**config.mk**
```make
export PLATFORM = sky130hd
export DESIGN_NAME = display_scheduler
export DESIGN_NICKNAME = d
export VERILOG_FILES = /design/src/rtl/display_pkg.sv /design/src/rtl/bin2bcd_seq.sv /design/src/rtl/display_scheduler.sv
export SDC_FILE = /design/constraint.sdc
export NUM_CORES = 1
export LEC_CHECK = 0
export ABC_AREA = 1
export CAP_MARGIN = 30
export CORE_ASPECT_RATIO = 1.75
export CORE_UTILIZATION = 35
export CTS_CLUSTER_SIZE = 24
export DETAILED_ROUTE_END_ITERATION = 7
export GPL_ROUTABILITY_DRIVEN = 0
export HOLD_SLACK_MARGIN = 0.12
export SYNTH_ARGS = -nofsm -noshare
export SYNTH_HDL_FRONTEND = slang
export SYNTH_SLANG_ARGS = --single-unit
export TNS_END_PERCENT = 50
```
**constraint.sdc**
```tcl
create_clock -name clk -period 2.6 [get_ports clk]
set_input_delay 0.52 -clock clk [delete_from_list [all_inputs] [get_ports clk]]
set_output_delay 0.52 -clock clk [all_outputs]
set_load 0.02 [all_outputs]
```
**src/rtl/display_pkg.sv**
```systemverilog
// display_pkg: display FSM state encoding, glyph selection, active-low segment
// constants and the BCD digit to 7-segment decoder (bit order {g,f,e,d,c,b,a}).
package display_pkg;

  typedef enum logic [2:0] {
    ST_WAIT  = 3'd0,
    ST_LIVE  = 3'd1,
    ST_HOLD  = 3'd2,
    ST_STALE = 3'd3,
    ST_ERR   = 3'd4
  } disp_state_t;

  // What the shown digits represent; latched together with the digits at frame wrap
  typedef enum logic [1:0] {
    GLYPH_DASH   = 2'd0,
    GLYPH_ERR    = 2'd1,
    GLYPH_DIGITS = 2'd2
  } glyph_t;

  localparam logic [6:0] SEG_OFF    = 7'h7F;
  localparam logic [6:0] SEG_DASH   = 7'h3F;
  localparam logic [6:0] SEG_E      = 7'h06;
  localparam logic [6:0] SEG_R      = 7'h2F;
  localparam logic [7:0] MAX_INCHES = 8'd99;

  function automatic logic [6:0] seven_seg(input logic [3:0] digit);
    logic [6:0] pattern;
    case (digit)
      4'd0:    pattern = 7'h40;
      4'd1:    pattern = 7'h79;
      4'd2:    pattern = 7'h24;
      4'd3:    pattern = 7'h30;
      4'd4:    pattern = 7'h19;
      4'd5:    pattern = 7'h12;
      4'd6:    pattern = 7'h02;
      4'd7:    pattern = 7'h78;
      4'd8:    pattern = 7'h00;
      4'd9:    pattern = 7'h10;
      default: pattern = SEG_OFF;
    endcase
    return pattern;
  endfunction

endpackage

```
**src/rtl/bin2bcd_seq.sv**
```systemverilog
// bin2bcd_seq: sequential shift-add-3 binary to two-digit BCD converter.
// start is taken only while idle; 8 shift cycles follow and done pulses on the 9th.
module bin2bcd_seq (
  input  logic       clk,
  input  logic       reset_n,
  input  logic       start,
  input  logic [7:0] bin,
  output logic       busy,
  output logic       done,
  output logic [3:0] tens,
  output logic [3:0] ones
);

  logic [7:0] bcd_q;
  logic [7:0] bin_q;
  logic [2:0] cnt_q;
  logic       busy_q;
  logic       done_q;
  logic [7:0] bcd_adj;

  // Only two BCD digits are kept: callers saturate the input to 99 beforehand
  always_comb begin
    bcd_adj = bcd_q;
    for (int i = 0; i < 2; i++) begin
      if (bcd_adj[4*i +: 4] >= 4'd5) begin
        bcd_adj[4*i +: 4] = bcd_adj[4*i +: 4] + 4'd3;
      end
    end
  end

  always_ff @(posedge clk or negedge reset_n) begin
    if (!reset_n) begin
      bcd_q  <= '0;
      bin_q  <= '0;
      cnt_q  <= '0;
      busy_q <= 1'b0;
      done_q <= 1'b0;
    end else if (!busy_q) begin
      done_q <= 1'b0;
      if (start) begin
        bcd_q  <= '0;
        bin_q  <= bin;
        cnt_q  <= '0;
        busy_q <= 1'b1;
      end
    end else if (done_q) begin
      busy_q <= 1'b0;
      done_q <= 1'b0;
    end else begin
      bcd_q <= {bcd_adj[6:0], bin_q[7]};
      bin_q <= {bin_q[6:0], 1'b0};
      cnt_q <= cnt_q + 3'd1;
      if (cnt_q == 3'd7) begin
        done_q <= 1'b1;
      end
    end
  end

  assign busy = busy_q;
  assign done = done_q;
  assign tens = bcd_q[7:4];
  assign ones = bcd_q[3:0];

endmodule

```
**src/rtl/display_scheduler.sv**
```systemverilog
// display_scheduler: mode FSM, BCD conversion scheduling and tear-free 2-digit scan.
// Optional PEAK_HOLD_EN adds peak_clr and shows the peak sample while in HOLD.
module display_scheduler
  import display_pkg::*;
#(
  parameter int SCAN_W      = 16,
  parameter int BLANK_CYC   = 64,
  parameter int TIMEOUT_W   = 24,
  parameter int TIMEOUT_CYC = 6000000
) (
  input  logic       clk,
  input  logic       reset_n,
`ifdef PEAK_HOLD_EN
  input  logic       peak_clr,
`endif
  input  logic [7:0] meas_inches,
  input  logic       meas_valid,
  input  logic       meas_error,
  input  logic       hold_btn,
  output logic [6:0] seg,
  output logic       dig0,
  output logic       dig1,
  output logic [2:0] disp_state
);

  localparam logic [SCAN_W-2:0]    BLANK_V   = (SCAN_W-1)'(BLANK_CYC);
  localparam logic [TIMEOUT_W-1:0] TIMEOUT_V = TIMEOUT_W'(TIMEOUT_CYC);

  disp_state_t          state_q, state_d;
  logic [TIMEOUT_W-1:0] timer_q, timer_d, timer_inc;
  logic [SCAN_W-1:0]    scan_q;
  logic                 frame_wrap;
  logic                 accept;
  logic [7:0]           sat;
  logic                 req_valid;
  logic [7:0]           req_value;
  logic                 buf_valid_q;
  logic [7:0]           buf_value_q;
  logic                 conv_start, conv_busy, conv_done;
  logic [7:0]           conv_bin;
  logic [3:0]           conv_tens, conv_ones;
  logic [3:0]           pend_tens_q, pend_ones_q;
  logic [3:0]           shown_tens_q, shown_ones_q;
  glyph_t               glyph_sel, shown_glyph_q;
  logic                 in_blank;
  logic [6:0]           seg_d;
  logic                 dig0_d, dig1_d;

  assign sat        = (meas_inches > MAX_INCHES) ? MAX_INCHES : meas_inches;
  assign timer_inc  = timer_q + TIMEOUT_W'(1);
  assign frame_wrap = &scan_q;

  always_comb begin
    state_d = state_q;
    timer_d = '0;
    accept  = meas_valid && !meas_error && (state_q != ST_HOLD);
    if (meas_error) begin
      state_d = ST_ERR;
    end else begin
      case (state_q)
        ST_WAIT, ST_STALE, ST_ERR: begin
          if (meas_valid) state_d = ST_LIVE;
        end
        ST_LIVE: begin
          if (hold_btn) state_d = ST_HOLD;
          else if (!meas_valid && timer_inc == TIMEOUT_V) state_d = ST_STALE;
        end
        ST_HOLD: begin
          if (hold_btn) state_d = ST_LIVE;
        end
        default: state_d = ST_WAIT;
      endcase
    end
    case (state_q)
      ST_LIVE: timer_d = accept ? '0 : timer_inc;
      ST_HOLD: timer_d = hold_btn ? '0 : timer_q;
      default: timer_d = '0;
    endcase
  end

  always_ff @(posedge clk or negedge reset_n) begin
    if (!reset_n) begin
      state_q <= ST_WAIT;
      timer_q <= '0;
    end else begin
      state_q <= state_d;
      timer_q <= timer_d;
    end
  end

`ifdef PEAK_HOLD_EN
  logic [7:0] peak_q, peak_d;
  logic       hold_entry;

  always_comb begin
    peak_d = peak_q;
    if (peak_clr) begin
      peak_d = '0;
    end else if (accept && (sat > peak_q)) begin
      peak_d = sat;
    end
  end

  // Entering HOLD replaces any same-cycle sample conversion with the peak
  assign hold_entry = (state_q == ST_LIVE) && (state_d == ST_HOLD);
  assign req_valid  = accept || hold_entry;
  assign req_value  = hold_entry ? peak_d : sat;

  always_ff @(posedge clk or negedge reset_n) begin
    if (!reset_n) peak_q <= '0;
    else          peak_q <= peak_d;
  end
`else
  assign req_valid = accept;
  assign req_value = sat;
`endif

  // A request arriving while busy parks in the one-entry buffer, newest wins
  assign conv_start = (req_valid || buf_valid_q) && !conv_busy;
  assign conv_bin   = req_valid ? req_value : buf_value_q;

  always_ff @(posedge clk or negedge reset_n) begin
    if (!reset_n) begin
      buf_valid_q <= 1'b0;
      buf_value_q <= '0;
    end else if (req_valid && conv_busy) begin
      buf_valid_q <= 1'b1;
      buf_value_q <= req_value;
    end else if (!conv_busy) begin
      buf_valid_q <= 1'b0;
    end
  end

  bin2bcd_seq u_bcd (
    .clk     (clk),
    .reset_n (reset_n),
    .start   (conv_start),
    .bin     (conv_bin),
    .busy    (conv_busy),
    .done    (conv_done),
    .tens    (conv_tens),
    .ones    (conv_ones)
  );

  always_comb begin
    case (state_q)
      ST_WAIT, ST_STALE: glyph_sel = GLYPH_DASH;
      ST_ERR:            glyph_sel = GLYPH_ERR;
      default:           glyph_sel = GLYPH_DIGITS;
    endcase
  end

  // Shown digits and glyph only move on the wrap edge, inside the blank window
  always_ff @(posedge clk or negedge reset_n) begin
    if (!reset_n) begin
      scan_q        <= '0;
      pend_tens_q   <= '0;
      pend_ones_q   <= '0;
      shown_tens_q  <= '0;
      shown_ones_q  <= '0;
      shown_glyph_q <= GLYPH_DASH;
    end else begin
      scan_q <= scan_q + SCAN_W'(1);
      if (conv_done) begin
        pend_tens_q <= conv_tens;
        pend_ones_q <= conv_ones;
      end
      if (frame_wrap) begin
        shown_tens_q  <= pend_tens_q;
        shown_ones_q  <= pend_ones_q;
        shown_glyph_q <= glyph_sel;
      end
    end
  end

  assign in_blank = scan_q[SCAN_W-2:0] < BLANK_V;

  always_comb begin
    seg_d  = SEG_OFF;
    dig0_d = 1'b0;
    dig1_d = 1'b0;
    if (!in_blank) begin
      if (scan_q[SCAN_W-1]) begin
        dig0_d = 1'b1;
        case (shown_glyph_q)
          GLYPH_DASH: seg_d = SEG_DASH;
          GLYPH_ERR:  seg_d = SEG_R;
          default:    seg_d = seven_seg(shown_ones_q);
        endcase
      end else begin
        dig1_d = 1'b1;
        case (shown_glyph_q)
          GLYPH_DASH: seg_d = SEG_DASH;
          GLYPH_ERR:  seg_d = SEG_E;
          default:    seg_d = (shown_tens_q == 4'd0) ? SEG_OFF : seven_seg(shown_tens_q);
        endcase
      end
    end
  end

  always_ff @(posedge clk or negedge reset_n) begin
    if (!reset_n) begin
      seg  <= SEG_OFF;
      dig0 <= 1'b0;
      dig1 <= 1'b0;
    end else begin
      seg  <= seg_d;
      dig0 <= dig0_d;
      dig1 <= dig1_d;
    end
  end

  assign disp_state = state_q;

endmodule

```
# [After elaboration in Yosys (flattened, before gate mapping)]
# Memories as Yosys holds them, arrays and structs flattened.
# Cells that the tools add are included.
[word_totals] romBits=224 output_inout_bits=12 regBits=100 memories=2 input_bits=13
[classes] n_addsub=5 reduce_logical=18 order_cmp=4 n_mux=40 eq_ne=14
[memory_table] memory="(name not given)" words=16 word_bits=7 read_ports=1 rd_ports_with_merged_regs=0 write_ports=0 line="display_pkg.sv:28" source="case (digit)"
[memory_table] memory="(name not given)" words=16 word_bits=7 read_ports=1 rd_ports_with_merged_regs=0 write_ports=0 line="display_pkg.sv:28"
[op_table] operator="$mux W8" count=8
[op_table] operator="$mux W24" count=2
[op_table] operator="$pmux W24 S2" count=1
[op_table] operator="$pmux W7 S2" count=2
[op_table] operator="$mux W3" count=9
[op_table] operator="$add A24 B1 Y24 const B" count=1
[op_table] operator="$eq A24 B23 Y1 const B" count=1
[op_table] operator="$mux W7" count=3
[op_table] operator="$add A16 B1 Y16 const B" count=1
[op_table] operator="$reduce_and A16 Y1" count=1
[op_table] operator="$lt A15 B7 Y1 const B" count=1
[op_table] operator="$mux W1" count=12
[op_table] operator="$pmux W3 S3" count=1
[op_table] operator="$ge A4 B3 Y1 const B" count=2
[op_table] operator="$gt A8 B7 Y1 const B" count=1
[op_table] operator="$eq A3 B2 Y1 const B" count=2
[op_table] operator="$eq A3 B3 Y1 const B" count=2
[op_table] operator="$ne A2 B2 Y1 const B" count=3
[op_table] operator="$ne A3 B3 Y1 const B" count=2
[op_table] operator="$logic_and A1 B1 Y1" count=5
[op_table] operator="$add A4 B2 Y4 const B" count=1
[op_table] operator="$logic_not A4 Y1" count=1
[op_table] operator="$mux W4" count=1
[op_table] operator="$ne A4 B4 Y1 const B" count=1
[op_table] operator="other kinds (15)" count=17

# [Depth between registers and ports, before layout]
# Gate-level depths: netlist of run 1.
[depth] word_depth=7 depth_mapped=16

# [By module]
# A second synthesis of run 1 with hierarchy kept.
[unflattened] cells_unflattened=694 area_unflattened_um2=5454.0
[modules_own_cells] mod="display_scheduler" area_per_inst_um2=4374.2 n_inst=1 cells_each=568
[modules_own_cells] mod="bin2bcd_seq" area_per_inst_um2=1079.8 n_inst=1 cells_each=126

# [Worst setup path after synthesis of run 1]
# OpenSTA, ideal clock, no wires.
[synth_timing] kind="register -> register" startpoint="register timer_q[1]" endpoint="register state_q[0] (netlist: disp_state[0])" arrival_ps=1625 stages_incl_launch_ff=17 required_time_ps=2482 synth_period_minus_slack_ps=1743 path_buffers=0 path_slack_ps=857 path_cell_list="dfrtp_1 > ha_1 > nand3_1 > inv_2 > nand2_2 > nor2_2 > nand2_1 > nand2_1 > nand2_1 > nor2_1 > nand2_1 > nor2_1 > nand2_1 > nand3_2 > nand3_2 > nand2_1 > nand2_1"
[synth_between] elab_chain_len=5
[synth_rtl] element="start: declaration" line="display_scheduler.sv:30" source="logic [TIMEOUT_W-1:0] timer_q, timer_d, timer_inc;"
[synth_rtl] element="start signal: assignment" line="display_scheduler.sv:87" source="timer_q <= timer_d;"
[synth_rtl] element="$add A24 B1 Y24" line="display_scheduler.sv:50" source="assign timer_inc = timer_q + TIMEOUT_W'(1);"
[synth_rtl] element="$eq A24 B23 Y1" line="display_scheduler.sv:66" source="else if (!meas_valid && timer_inc == TIMEOUT_V) state_d = ST_STALE;"
[synth_rtl] element="$logic_and A1 B1 Y1" line="display_scheduler.sv:66"
[synth_rtl] element="$ne A4 B4 Y1 (no line)"
[synth_rtl] element="$reduce_and A3 Y1 (no line)"
[synth_rtl] element="end signal: assignment" line="display_scheduler.sv:86" source="state_q <= state_d;"
[synth_rtl] element="end: declaration" line="display_scheduler.sv:29" source="disp_state_t state_q, state_d;"
# No other way between the ends.
# A chain may end at the register's enable or synchronous reset.

# [Worst setup path after layout of run 1]
[layout_timing] startpoint="register timer_q[1]" endpoint="register state_q[2] (netlist: disp_state[2])"
# The elaborated chain is that of the path after synthesis.

==> impl_metrics.env, run 1 <==
export IMPL_status="completed"
export IMPL_synth_enable_flop_cells=0
export IMPL_global_route_usage_total_pct=17.04
export IMPL_detail_route_first_pass_iterations=4
export IMPL_cts_repair_timing_setup_buffer_count=0
export IMPL_numPortBuffers=24
export IMPL_start_util_pct=36.06
export IMPL_slowest_stage="sky130_fd_sc_hd__dfrtp_1"
export IMPL_p_total_mw=4.380
export IMPL_postSynthRegisterBits=100
export IMPL_worst_r2r_path_depth=14
export IMPL_cp_cell_sequence="ha_1, nand3_1, inv_2, nand2_2, o21ai_0, nand2_1, a21oi_1, nand2_1, nor2_1, nand2_1, nand3_2, nand3_2, nand2_1, nand2_1"
export IMPL_type_of_the_setup_path_with_the_least_slack="flop to flop"
export IMPL_core_box_area_sq_um=14910
export IMPL_cts_root_buf="sky130_fd_sc_hd__clkbuf_16"
export IMPL_place_worst_setup_slack_ns=0.3689
export IMPL_whs_endpoint="scan_q[0]"
export IMPL_worstReg2RegEnd="disp_state[2]"
export IMPL_diodes=0
export IMPL_ant_nets=0
export IMPL_clk_pin_slew_worst_paths_ns=0.07
export IMPL_cts_max_path_buffers=2
export IMPL_largest_net_degree_at_the_start_of_global_routing=50
export IMPL_synth_top_area_cell="sky130_fd_sc_hd__dfrtp_1"
export IMPL_routed_via_count=4585
export IMPL_timing_final_hold_violations=0
export IMPL_cts_tree="done"
export IMPL_layout_area_overhead_vs_synth_pct=15.03
export IMPL_rsz0062_at_grt="no"
export IMPL_drc=0
export IMPL_die_w_microns=95.70
export IMPL_holdCritPathClass="flop to flop"
export IMPL_hold_depth=1
export IMPL_worstSkewPairLatency_ns=0.35
export IMPL_worst_pin_slew_ns=0.4849
export IMPL_first_global_vias=4785
export IMPL_max_freq_mhz=479.3
export IMPL_layout_nets=751
export IMPL_cts_num_sinks=100
export IMPL_postSynthNetCount=718
export IMPL_gr_total_overflow=0
export IMPL_drt_iter0_markers=247
export IMPL_synth_top_cell_area_share_pct=43.28
export IMPL_grt_antenna_before_repair=0
export IMPL_std_cell_rows=59
export IMPL_peakVddDrop_uv=378.2
export IMPL_synth_avg_cell_area_sq_um=7.839
export IMPL_ios=25
export IMPL_layout_core_utilization_pct=41.48
export IMPL_worst_slew_margin_rel_pct=67.64
export IMPL_critical_path_most_common_cell="sky130_fd_sc_hd__nand2_1"
export IMPL_final_cell_area_sq_um=6186
export IMPL_netlist_top_cells_area="sky130_fd_sc_hd__dfrtp_1, sky130_fd_sc_hd__nand2_1, sky130_fd_sc_hd__inv_1"
export IMPL_cp_max_fo=5
export IMPL_synth_ff_type="sky130_fd_sc_hd__dfrtp_1"
export IMPL_startpoint_type="flop"
export IMPL_dpl_instance_area_sq_um=5876
export IMPL_holdWs_ns=0.4650
export IMPL_die_area_sq_um=15880
export IMPL_numCtsBuffers=9
export IMPL_slew_violations=0
export IMPL_ys_seq_area_share_pct=46.70
export IMPL_startpoint_of_the_lowest_slack_register_to_register_path="timer_q[1]"
export IMPL_grt_pass1_wl_mm=21.15
export IMPL_die_y_microns=166.0
export IMPL_drive_gt1_share_pct=8.287
export IMPL_clock_skew_ns=0.01097
export IMPL_h_tree_depth=3
export IMPL_finalWorstPathRequiredPeriod_ns=2.086
export IMPL_drv_cap=0
export IMPL_yosysUniqueCellTypes=39
export IMPL_setup_crit_end_kind="flop"
export IMPL_place_detailed_instances=890
export IMPL_worst_slack_ns=0.5138
export IMPL_totalNegativeSetupSlack_ns=0
export IMPL_leakage_power_total_nw=2.809
export IMPL_finalCritPeriodShare_pct=80.24
export IMPL_final_instance_count_excl_fill=907
export IMPL_hpwl_mm=9.276
export IMPL_critical_path_arrival_ns=2.33
export IMPL_timing_reg2reg_setup_slack_ns=0.51
export IMPL_detail_route_vias_per_cell=5.055
export IMPL_power_per_cell_area_nw_per_um2=708.0
export IMPL_timing_hold_worst_start="scan_q[0]"
export IMPL_setup_viol=0
export IMPL_number_of_standard_cells_after_synthesis=686
export IMPL_avgRoutedWirePerCell_microns=13.54
export IMPL_ys_warn_count=0
export IMPL_synthArstFlopShare_pct=100.0
export IMPL_wl_mm=12.28
export IMPL_critPathMaxStageDelay_ns=0.43
export IMPL_synthesis_area_sq_um=5378
export IMPL_critPathRequiredTime_ns=2.84
==> cells in the mapped netlist, types with 3 or more instances <==
cell type / instances
sky130_fd_sc_hd__nand2_2: 5
sky130_fd_sc_hd__o22ai_1: 19
sky130_fd_sc_hd__o21ai_0: 53
sky130_fd_sc_hd__dfrtp_1: 93
sky130_fd_sc_hd__o21ai_1: 5
sky130_fd_sc_hd__or2_2: 4
sky130_fd_sc_hd__nand3_2: 3
sky130_fd_sc_hd__nand2_1: 162
sky130_fd_sc_hd__a31oi_1: 4
sky130_fd_sc_hd__nor2_1: 80
sky130_fd_sc_hd__nor3_1: 5
sky130_fd_sc_hd__dfstp_2: 7
sky130_fd_sc_hd__xor2_1: 14
sky130_fd_sc_hd__nand3_1: 32
sky130_fd_sc_hd__ha_1: 19
sky130_fd_sc_hd__xnor2_1: 3
sky130_fd_sc_hd__a21oi_1: 34
sky130_fd_sc_hd__buf_2: 3
sky130_fd_sc_hd__nand4_1: 7
sky130_fd_sc_hd__o211ai_1: 3
sky130_fd_sc_hd__clkbuf_1: 9
sky130_fd_sc_hd__inv_1: 94
sky130_fd_sc_hd__inv_2: 4
sky130_fd_sc_hd__nor2_2: 5
==> layer usage <==
layer / wire length [microns] / track usage [%] / vias up
met5: 0 / 0 / -
met4: 415 / 8.955 / 0
met3: 332 / 3.022 / 28
met2: 6702 / 30.84 / 90
met1: 4831 / 18.16 / 2190
li1: - / - / 2277
==> state kept, by name, indices dropped and copies added (netlist names), 2 cells and up <==
signal / count
shown_ones_q: 4
buf_value_q: 8
pend_ones_q: 4
u_bcd.cnt_q: 3
disp_state: 3
u_bcd.bin_q: 8
timer_q: 24
u_bcd.bcd_q: 8
shown_glyph_q: 2
shown_tens_q: 4
seg: 7
scan_q: 16
pend_tens_q: 4
==> how the worst max path moves through the flow <==
stage | start | endpoint | slack, ns | cells past startpoint
finish | timer_q[1] | disp_state[2] | 0.51 | 14
global route | timer_q[7] | disp_state[0] | 0.25 | 13
CTS | timer_q[1] | disp_state[2] | 0.52 | 16
detailed placement | meas_valid | u_bcd.bin_q[2] | 0.37 | 10
global placement | meas_valid | u_bcd.bin_q[1] | 0.44 | 9
floorplan | timer_q[1] | disp_state[0] | 0.86 | 16
==> report_power, final <==
group | internal, mW | switching (mW) | total (mW)
Clock | 0.757 | 0.611 | 1.37
Sequential | 1.83 | 0.158 | 1.99
Combinational | 0.390 | 0.631 | 1.02
==> layout make-up <==
| type | count | area (sq um) |
|---|---|---|
| tap | 183 | 229.0 |
| sequential | 100 | 2511 |
| fill | 1517 | 8726 |
| inverter | 98 | 367.9 |
| clock inverter | 6 | 71.32 |
| clock buffer | 10 | 229.0 |
| multi-input combinational | 476 | 2450 |
| timing repair buffer | 34 | 327.8 |
==> kinds of logic (layout without fill, tap and decap cells) <==
group           after synthesis  in the layout  share of synthesized area, %
compound gates              127            127                         13.08
flops                       100            100                         46.70
simple gates                313            313                         25.29
fa+ha+maj                    19             19                         4.421
xor+xnor                     17             17                         2.769
buf+inv                     110            148                         7.748
==> placed cells by master (no fill, tap or decap), drive strengths merged, types with 14 or more instances in the layout <==
| master | n |
|---|---|
| clkdlybuf4s50 | 23 |
| nand3 | 35 |
| xor2 | 14 |
| inv | 100 |
| o21ai | 58 |
| nand2 | 168 |
| o22ai | 19 |
| a21oi | 34 |
| ha | 19 |
| nor2 | 88 |
| dfrtp | 93 |
==> critical path, delay by kind of cell, from the launching register on <==
| kind | cells | cell delay [ns] |
|---|---|---|
| adders and majority gates | 1 | 0.23 |
| buffers and inverters | 1 | 0.11 |
| and+or+nand+nor | 10 | 0.92 |
| AOI/OAI and AO/OA | 2 | 0.30 |
| DFF | 1 | 0.43 |
==> what timing repair did <==
action	CTS	global route
hold buffers	1	0
endpoints found under the hold margin	9	0
resized for setup	0	0
Note: power is estimated with default switching activity, not from simulation.
==> run 2: changes to the inputs <==
Clock period 2.6 ns to 2.1 ns, I/O delays scaled along.
==> impl_metrics.env, run 2 (synthesis results as in run 1) <==
export IMPL_die_y_microns=166.0
export IMPL_layout_nets=762
export IMPL_slew_violations=0
export IMPL_finalWorstPathRequiredPeriod_ns=1.987
export IMPL_place_worst_setup_slack_ns=0.05136
export IMPL_power_share_clock_pct=30.3
export IMPL_power_switching_mw=1.780
export IMPL_h_tree_depth=3
export IMPL_reg_area_sq_um=2512
export IMPL_largest_net_degree_at_the_start_of_global_routing=37
export IMPL_nFillCells=1518
export IMPL_drc=0
export IMPL_cp_max_fo=8
export IMPL_start_util_pct=36.06
export IMPL_drive_gt1_share_pct=12.11
export IMPL_power_per_cell_area_nw_per_um2=847.4
export IMPL_timing_reg2reg_setup_slack_ns=0.11
export IMPL_proportion_of_total_power_due_to_net_switching_pct=33.00
export IMPL_status="completed"
export IMPL_worstSkewPairLatency_ns=0.34
export IMPL_cts_root_buf="sky130_fd_sc_hd__clkbuf_16"
export IMPL_core_box_area_sq_um=14910
export IMPL_grt_pass1_wl_mm=21.67
export IMPL_layout_area_overhead_vs_synth_pct=18.38
export IMPL_setup_crit_end_kind="flop"
export IMPL_met1_usage_pct=19.01
export IMPL_holdCritPathClass="flop to flop"
export IMPL_worst_slack_ns=0.1129
export IMPL_cp_startpoint="timer_q[1]"
export IMPL_p_total_mw=5.395
export IMPL_global_route_usage_total_pct=17.30
export IMPL_drv_cap=0
export IMPL_cts_max_path_buffers=2
export IMPL_avgRoutedWirePerCell_microns=13.63
export IMPL_layout_cells_most_common="sky130_fd_sc_hd__nand2_1"
export IMPL_power_report_internal_total_mw=3.614
export IMPL_critical_path_arrival_ns=2.22
export IMPL_ios=25
export IMPL_final_cell_area_sq_um=6366
export IMPL_totalNegativeSetupSlack_ns=0
export IMPL_finalCritPeriodShare_pct=94.62
export IMPL_worst_pin_slew_ns=0.5150
export IMPL_wl_mm=12.52
export IMPL_peakVddDrop_uv=481.4
export IMPL_max_freq_mhz=503.2
export IMPL_grt_antenna_before_repair=0
export IMPL_std_cell_rows=59
export IMPL_die_area_sq_um=15880
export IMPL_cts_tree="done"
export IMPL_pwr_share_seq_pct=46.0
export IMPL_startpoint_of_the_lowest_slack_register_to_register_path="timer_q[1]"
export IMPL_diodes=0
export IMPL_layout_common_cells="sky130_fd_sc_hd__nand2_1, sky130_fd_sc_hd__inv_1, sky130_fd_sc_hd__dfrtp_1"
export IMPL_critPathRequiredTime_ns=2.33
export IMPL_largest_reg_flops=24
export IMPL_die_w_microns=95.70
export IMPL_worstReg2RegEnd="disp_state[0]"
export IMPL_global_route_usage_met3_pct=2.518
export IMPL_layout_top_registers="timer_q x24, scan_q x16"
export IMPL_startpoint_type="flop"
export IMPL_setup_worst_path_end="disp_state[0]"
export IMPL_ant_nets=0
export IMPL_numPortBuffers=24
export IMPL_largest_register="timer_q"
export IMPL_routed_via_count=4555
export IMPL_hpwl_mm=9.396
export IMPL_numCtsBuffers=9
export IMPL_setup_viol=0
export IMPL_timing_final_hold_violations=0
export IMPL_rsz0062_at_grt="yes"
export IMPL_clock_skew_ns=0.007997
export IMPL_dpl_instance_area_sq_um=5956
export IMPL_drt_iter0_markers=196
export IMPL_worst_r2r_path_depth=16
export IMPL_gr_total_overflow=0
export IMPL_cts_num_sinks=100
export IMPL_first_global_vias=4819
export IMPL_detail_route_vias_per_cell=4.962
export IMPL_area_occupied_by_multi_input_gates_sq_um=2531
export IMPL_grt_util_met2_pct=30.78
export IMPL_worst_slew_margin_rel_pct=65.66
export IMPL_leakage_power_total_nw=2.906
export IMPL_power_share_combinational_pct=23.8
export IMPL_clk_pin_slew_worst_paths_ns=0.08
export IMPL_type_of_the_setup_path_with_the_least_slack="flop to flop"
export IMPL_gr_max_usage_layer="met2"
export IMPL_detail_route_first_pass_iterations=4
run 2: per-stage QoR:
step | hold slack [ns] | utilization (%) | instances
detailed placement | 0.4330 | 39.94 | 899
global placement | 0.4289 | 39.94 | 899
finish | 0.4559 | 42.69 | 918
global route | 0.4833 | 42.69 | 918
floorplan | 0.1244 | - | 686
CTS | 0.4606 | 41.96 | 916
run 2: timing repair:
action                     4_1_cts  5_1_grt
hold endpoints to repair        33        0
setup endpoints to repair        0        7
hold buffers                     1        0
resized for setup                0       27
setup buffers                    0        2
run 2: metal layers:
metal  up-vias  part of all wire (%)
li1       2303                     -
met1      2122                    39
met2        88                    54
met3        42                   2.2
met4         0                   4.6
met5         -                     0
run 2: worst min-delay path by stage:
| stage | to | depth (start not counted) | startpoint |
|---|---|---|---|
| 2_1_floorplan | buf_valid_q | 0 | reset_n |
| 3_3_place_gp | u_bcd.bin_q[6] | 1 | reset_n |
| 3_5_place_dp | u_bcd.bin_q[6] | 1 | reset_n |
| 4_1_cts | scan_q[0] | 1 | scan_q[0] |
| 5_1_grt | scan_q[0] | 1 | scan_q[0] |
| 6_report | scan_q[0] | 1 | scan_q[0] |
run 2: critical path, stage by stage (launching register included):
cell and delay, ns:
sky130_fd_sc_hd__dfrtp_1 0.42, sky130_fd_sc_hd__buf_6 0.13, sky130_fd_sc_hd__nand2_4 0.06, sky130_fd_sc_hd__nor2_8 0.22, sky130_fd_sc_hd__nand2_4 0.11, sky130_fd_sc_hd__nand2_1 0.09, sky130_fd_sc_hd__nand2_2 0.06, sky130_fd_sc_hd__nor2_2 0.11
sky130_fd_sc_hd__nand2_2 0.08, sky130_fd_sc_hd__nor2_1 0.09, sky130_fd_sc_hd__nand2_1 0.05, sky130_fd_sc_hd__nor2_1 0.08, sky130_fd_sc_hd__nand2_1 0.08, sky130_fd_sc_hd__nand3_2 0.09, sky130_fd_sc_hd__nand3_2 0.09, sky130_fd_sc_hd__nand2_1 0.08
sky130_fd_sc_hd__nand2_1 0.05
run 2: power groups by stage:
stage	clock, mW	sequential (mW)	combinational, mW
2_1_floorplan	0	2.44	0.935
3_3_place_gp	0	2.51	1.24
3_5_place_dp	0	2.51	1.29
4_1_cts	1.69	2.48	1.30
5_1_grt	1.76	2.52	1.48
6_report	1.63	2.48	1.28
run 2: area by class of cell:
type / count / area share [%]
multi-input combinational: 476 / 39.76
sequential: 100 / 39.47
timing repair buffer: 45 / 6.761
inverter: 98 / 5.837
tap: 183 / 3.597
clock buffer: 9 / 3.538
clock inverter: 7 / 1.042
==> run 3: changes to the inputs <==
Settings changed: RECOVER_POWER set to 50.
==> impl_metrics.env, run 3 (synthesis results as in run 1) <==
export IMPL_detail_route_vias_per_cell=4.961
export IMPL_std_cell_rows=59
export IMPL_numPortBuffers=24
export IMPL_cts_tree="done"
export IMPL_gr_total_overflow=0
export IMPL_die_y_microns=166.0
export IMPL_power_per_cell_area_nw_per_um2=849.0
export IMPL_grt_pass1_wl_mm=21.67
export IMPL_grt_antenna_before_repair=0
export IMPL_worst_slew_margin_rel_pct=36.15
export IMPL_hpwl_mm=9.396
export IMPL_start_util_pct=36.06
export IMPL_type_of_the_setup_path_with_the_least_slack="flop to flop"
export IMPL_cp_max_fo=8
export IMPL_global_route_usage_total_pct=17.30
export IMPL_largest_net_degree_at_the_start_of_global_routing=37
export IMPL_critical_path_arrival_ns=2.22
export IMPL_core_box_area_sq_um=14910
export IMPL_die_w_microns=95.70
export IMPL_layout_area_overhead_vs_synth_pct=18.01
export IMPL_peakVddDrop_uv=481.5
export IMPL_numCtsBuffers=9
export IMPL_timing_reg2reg_setup_slack_ns=0.11
export IMPL_cts_num_sinks=100
export IMPL_rsz0062_at_grt="yes"
export IMPL_drt_iter0_markers=196
export IMPL_die_area_sq_um=15880
export IMPL_final_instance_count_excl_fill=918
export IMPL_drive_gt1_share_pct=11.84
export IMPL_holdCritPathClass="flop to flop"
export IMPL_layout_common_cells="sky130_fd_sc_hd__nand2_1, sky130_fd_sc_hd__inv_1, sky130_fd_sc_hd__dfrtp_1"
export IMPL_clock_skew_ns=0.007968
export IMPL_detail_route_first_pass_iterations=4
export IMPL_largest_reg_flops=24
export IMPL_leakage_power_total_nw=2.902
export IMPL_ios=25
export IMPL_ant_nets=0
export IMPL_critPathRequiredTime_ns=2.33
export IMPL_routed_via_count=4554
export IMPL_slew_violations=0
export IMPL_layout_top_registers="timer_q x24, scan_q x16"
export IMPL_drv_cap=0
export IMPL_largest_register="timer_q"
export IMPL_timing_final_hold_violations=0
export IMPL_clk_pin_slew_worst_paths_ns=0.08
export IMPL_place_detailed_instances=899
export IMPL_layout_nets=762
export IMPL_setup_viol=0
export IMPL_status="completed"
export IMPL_finalCritPeriodShare_pct=94.63
export IMPL_worst_pin_slew_ns=0.9578
export IMPL_avgRoutedWirePerCell_microns=13.62
export IMPL_layout_core_utilization_pct=42.56
export IMPL_drc=0
export IMPL_first_global_vias=4819
export IMPL_worstSkewPairLatency_ns=0.34
export IMPL_layout_cells_most_common="sky130_fd_sc_hd__nand2_1"
export IMPL_holdWs_ns=0.4558
export IMPL_nFillCells=1519
export IMPL_h_tree_depth=3
export IMPL_setup_crit_end_kind="flop"
export IMPL_finalWorstPathRequiredPeriod_ns=1.987
export IMPL_diodes=0
export IMPL_startpoint_type="flop"
export IMPL_wl_mm=12.50
export IMPL_cts_root_buf="sky130_fd_sc_hd__clkbuf_16"
export IMPL_max_freq_mhz=503.2
export IMPL_cts_max_path_buffers=2
run 3: cell count changes in the layout (fill, tap and decap cells not counted):
cell                       previous run  this run
sky130_fd_sc_hd__buf_12               2         1
sky130_fd_sc_hd__buf_4               17        16
sky130_fd_sc_hd__clkbuf_2             0         1
sky130_fd_sc_hd__clkbuf_4             0         1
sky130_fd_sc_hd__inv_1               93        94
sky130_fd_sc_hd__inv_2                4         3
sky130_fd_sc_hd__nor3_1               5         6
sky130_fd_sc_hd__nor3_2               2         1
run 3: final cells by class:
type	count	area, sq um	area share, %
sequential	100	2512	39.59
multi-input combinational	476	2526	39.81
inverter	98	371.6	5.856
clock buffer	9	225.2	3.549
clock inverter	7	66.31	1.045
timing repair buffer	45	415.4	6.546
tap	183	229.0	3.608
run 3: worst max-delay path, stage by stage (launching register included):
cell	delay, ns
sky130_fd_sc_hd__dfrtp_1	0.42
sky130_fd_sc_hd__buf_6	0.13
sky130_fd_sc_hd__nand2_4	0.06
sky130_fd_sc_hd__nor2_8	0.22
sky130_fd_sc_hd__nand2_4	0.11
sky130_fd_sc_hd__nand2_1	0.09
sky130_fd_sc_hd__nand2_2	0.06
sky130_fd_sc_hd__nor2_2	0.11
sky130_fd_sc_hd__nand2_2	0.08
sky130_fd_sc_hd__nor2_1	0.09
sky130_fd_sc_hd__nand2_1	0.05
sky130_fd_sc_hd__nor2_1	0.08
sky130_fd_sc_hd__nand2_1	0.08
sky130_fd_sc_hd__nand3_2	0.09
sky130_fd_sc_hd__nand3_2	0.09
sky130_fd_sc_hd__nand2_1	0.08
sky130_fd_sc_hd__nand2_1	0.05
run 3: per-stage QoR:
step | TNS, ns | power (mW) | instance area [sq um] | setup WS, ns
floorplan | 0 | 3.379 | 5378 | 0.3570
global route | -0.3273 | 5.754 | 6346 | -0.05063
CTS | 0 | 5.467 | 6257 | 0.06755
global placement | 0 | 3.750 | 5956 | 0.08814
finish | 0 | 5.388 | 6346 | 0.1128
detailed placement | 0 | 3.803 | 5956 | 0.05136
run 3: power breakdown:
group / switching (mW) / internal [mW]
Clock: 0.793 / 0.840
Sequential: 0.211 / 2.27
Combinational: 0.773 / 0.502
Total: 1.78 / 3.61
run 3: what timing repair did:
item	in CTS	in global routing
setup endpoints to repair	0	7
hold buffers	1	0
setup buffers	0	2
resized for setup	0	27
endpoints found under the hold margin	33	0
run 3: per-layer routing:
layer | wire length (microns) | GRT usage (%) | part of all wire (%)
met1 | 4852 | 19.01 | 39
met2 | 6797 | 30.78 | 54
met3 | 268 | 2.518 | 2.1
met4 | 580 | 9.669 | 4.6
met5 | 0 | 0 | 0
run 3: worst paths after layout:
path                       startpoint              to  depth (start not counted)
max                        timer_q[1]   disp_state[0]                         16
min                         scan_q[0]       scan_q[0]                          1
max reg2reg                timer_q[1]   disp_state[0]                         16
min reg2reg                 scan_q[0]       scan_q[0]                          1
max in group asynchronous     reset_n      scan_q[13]                          3
min in group asynchronous     reset_n  u_bcd.bin_q[6]                          2
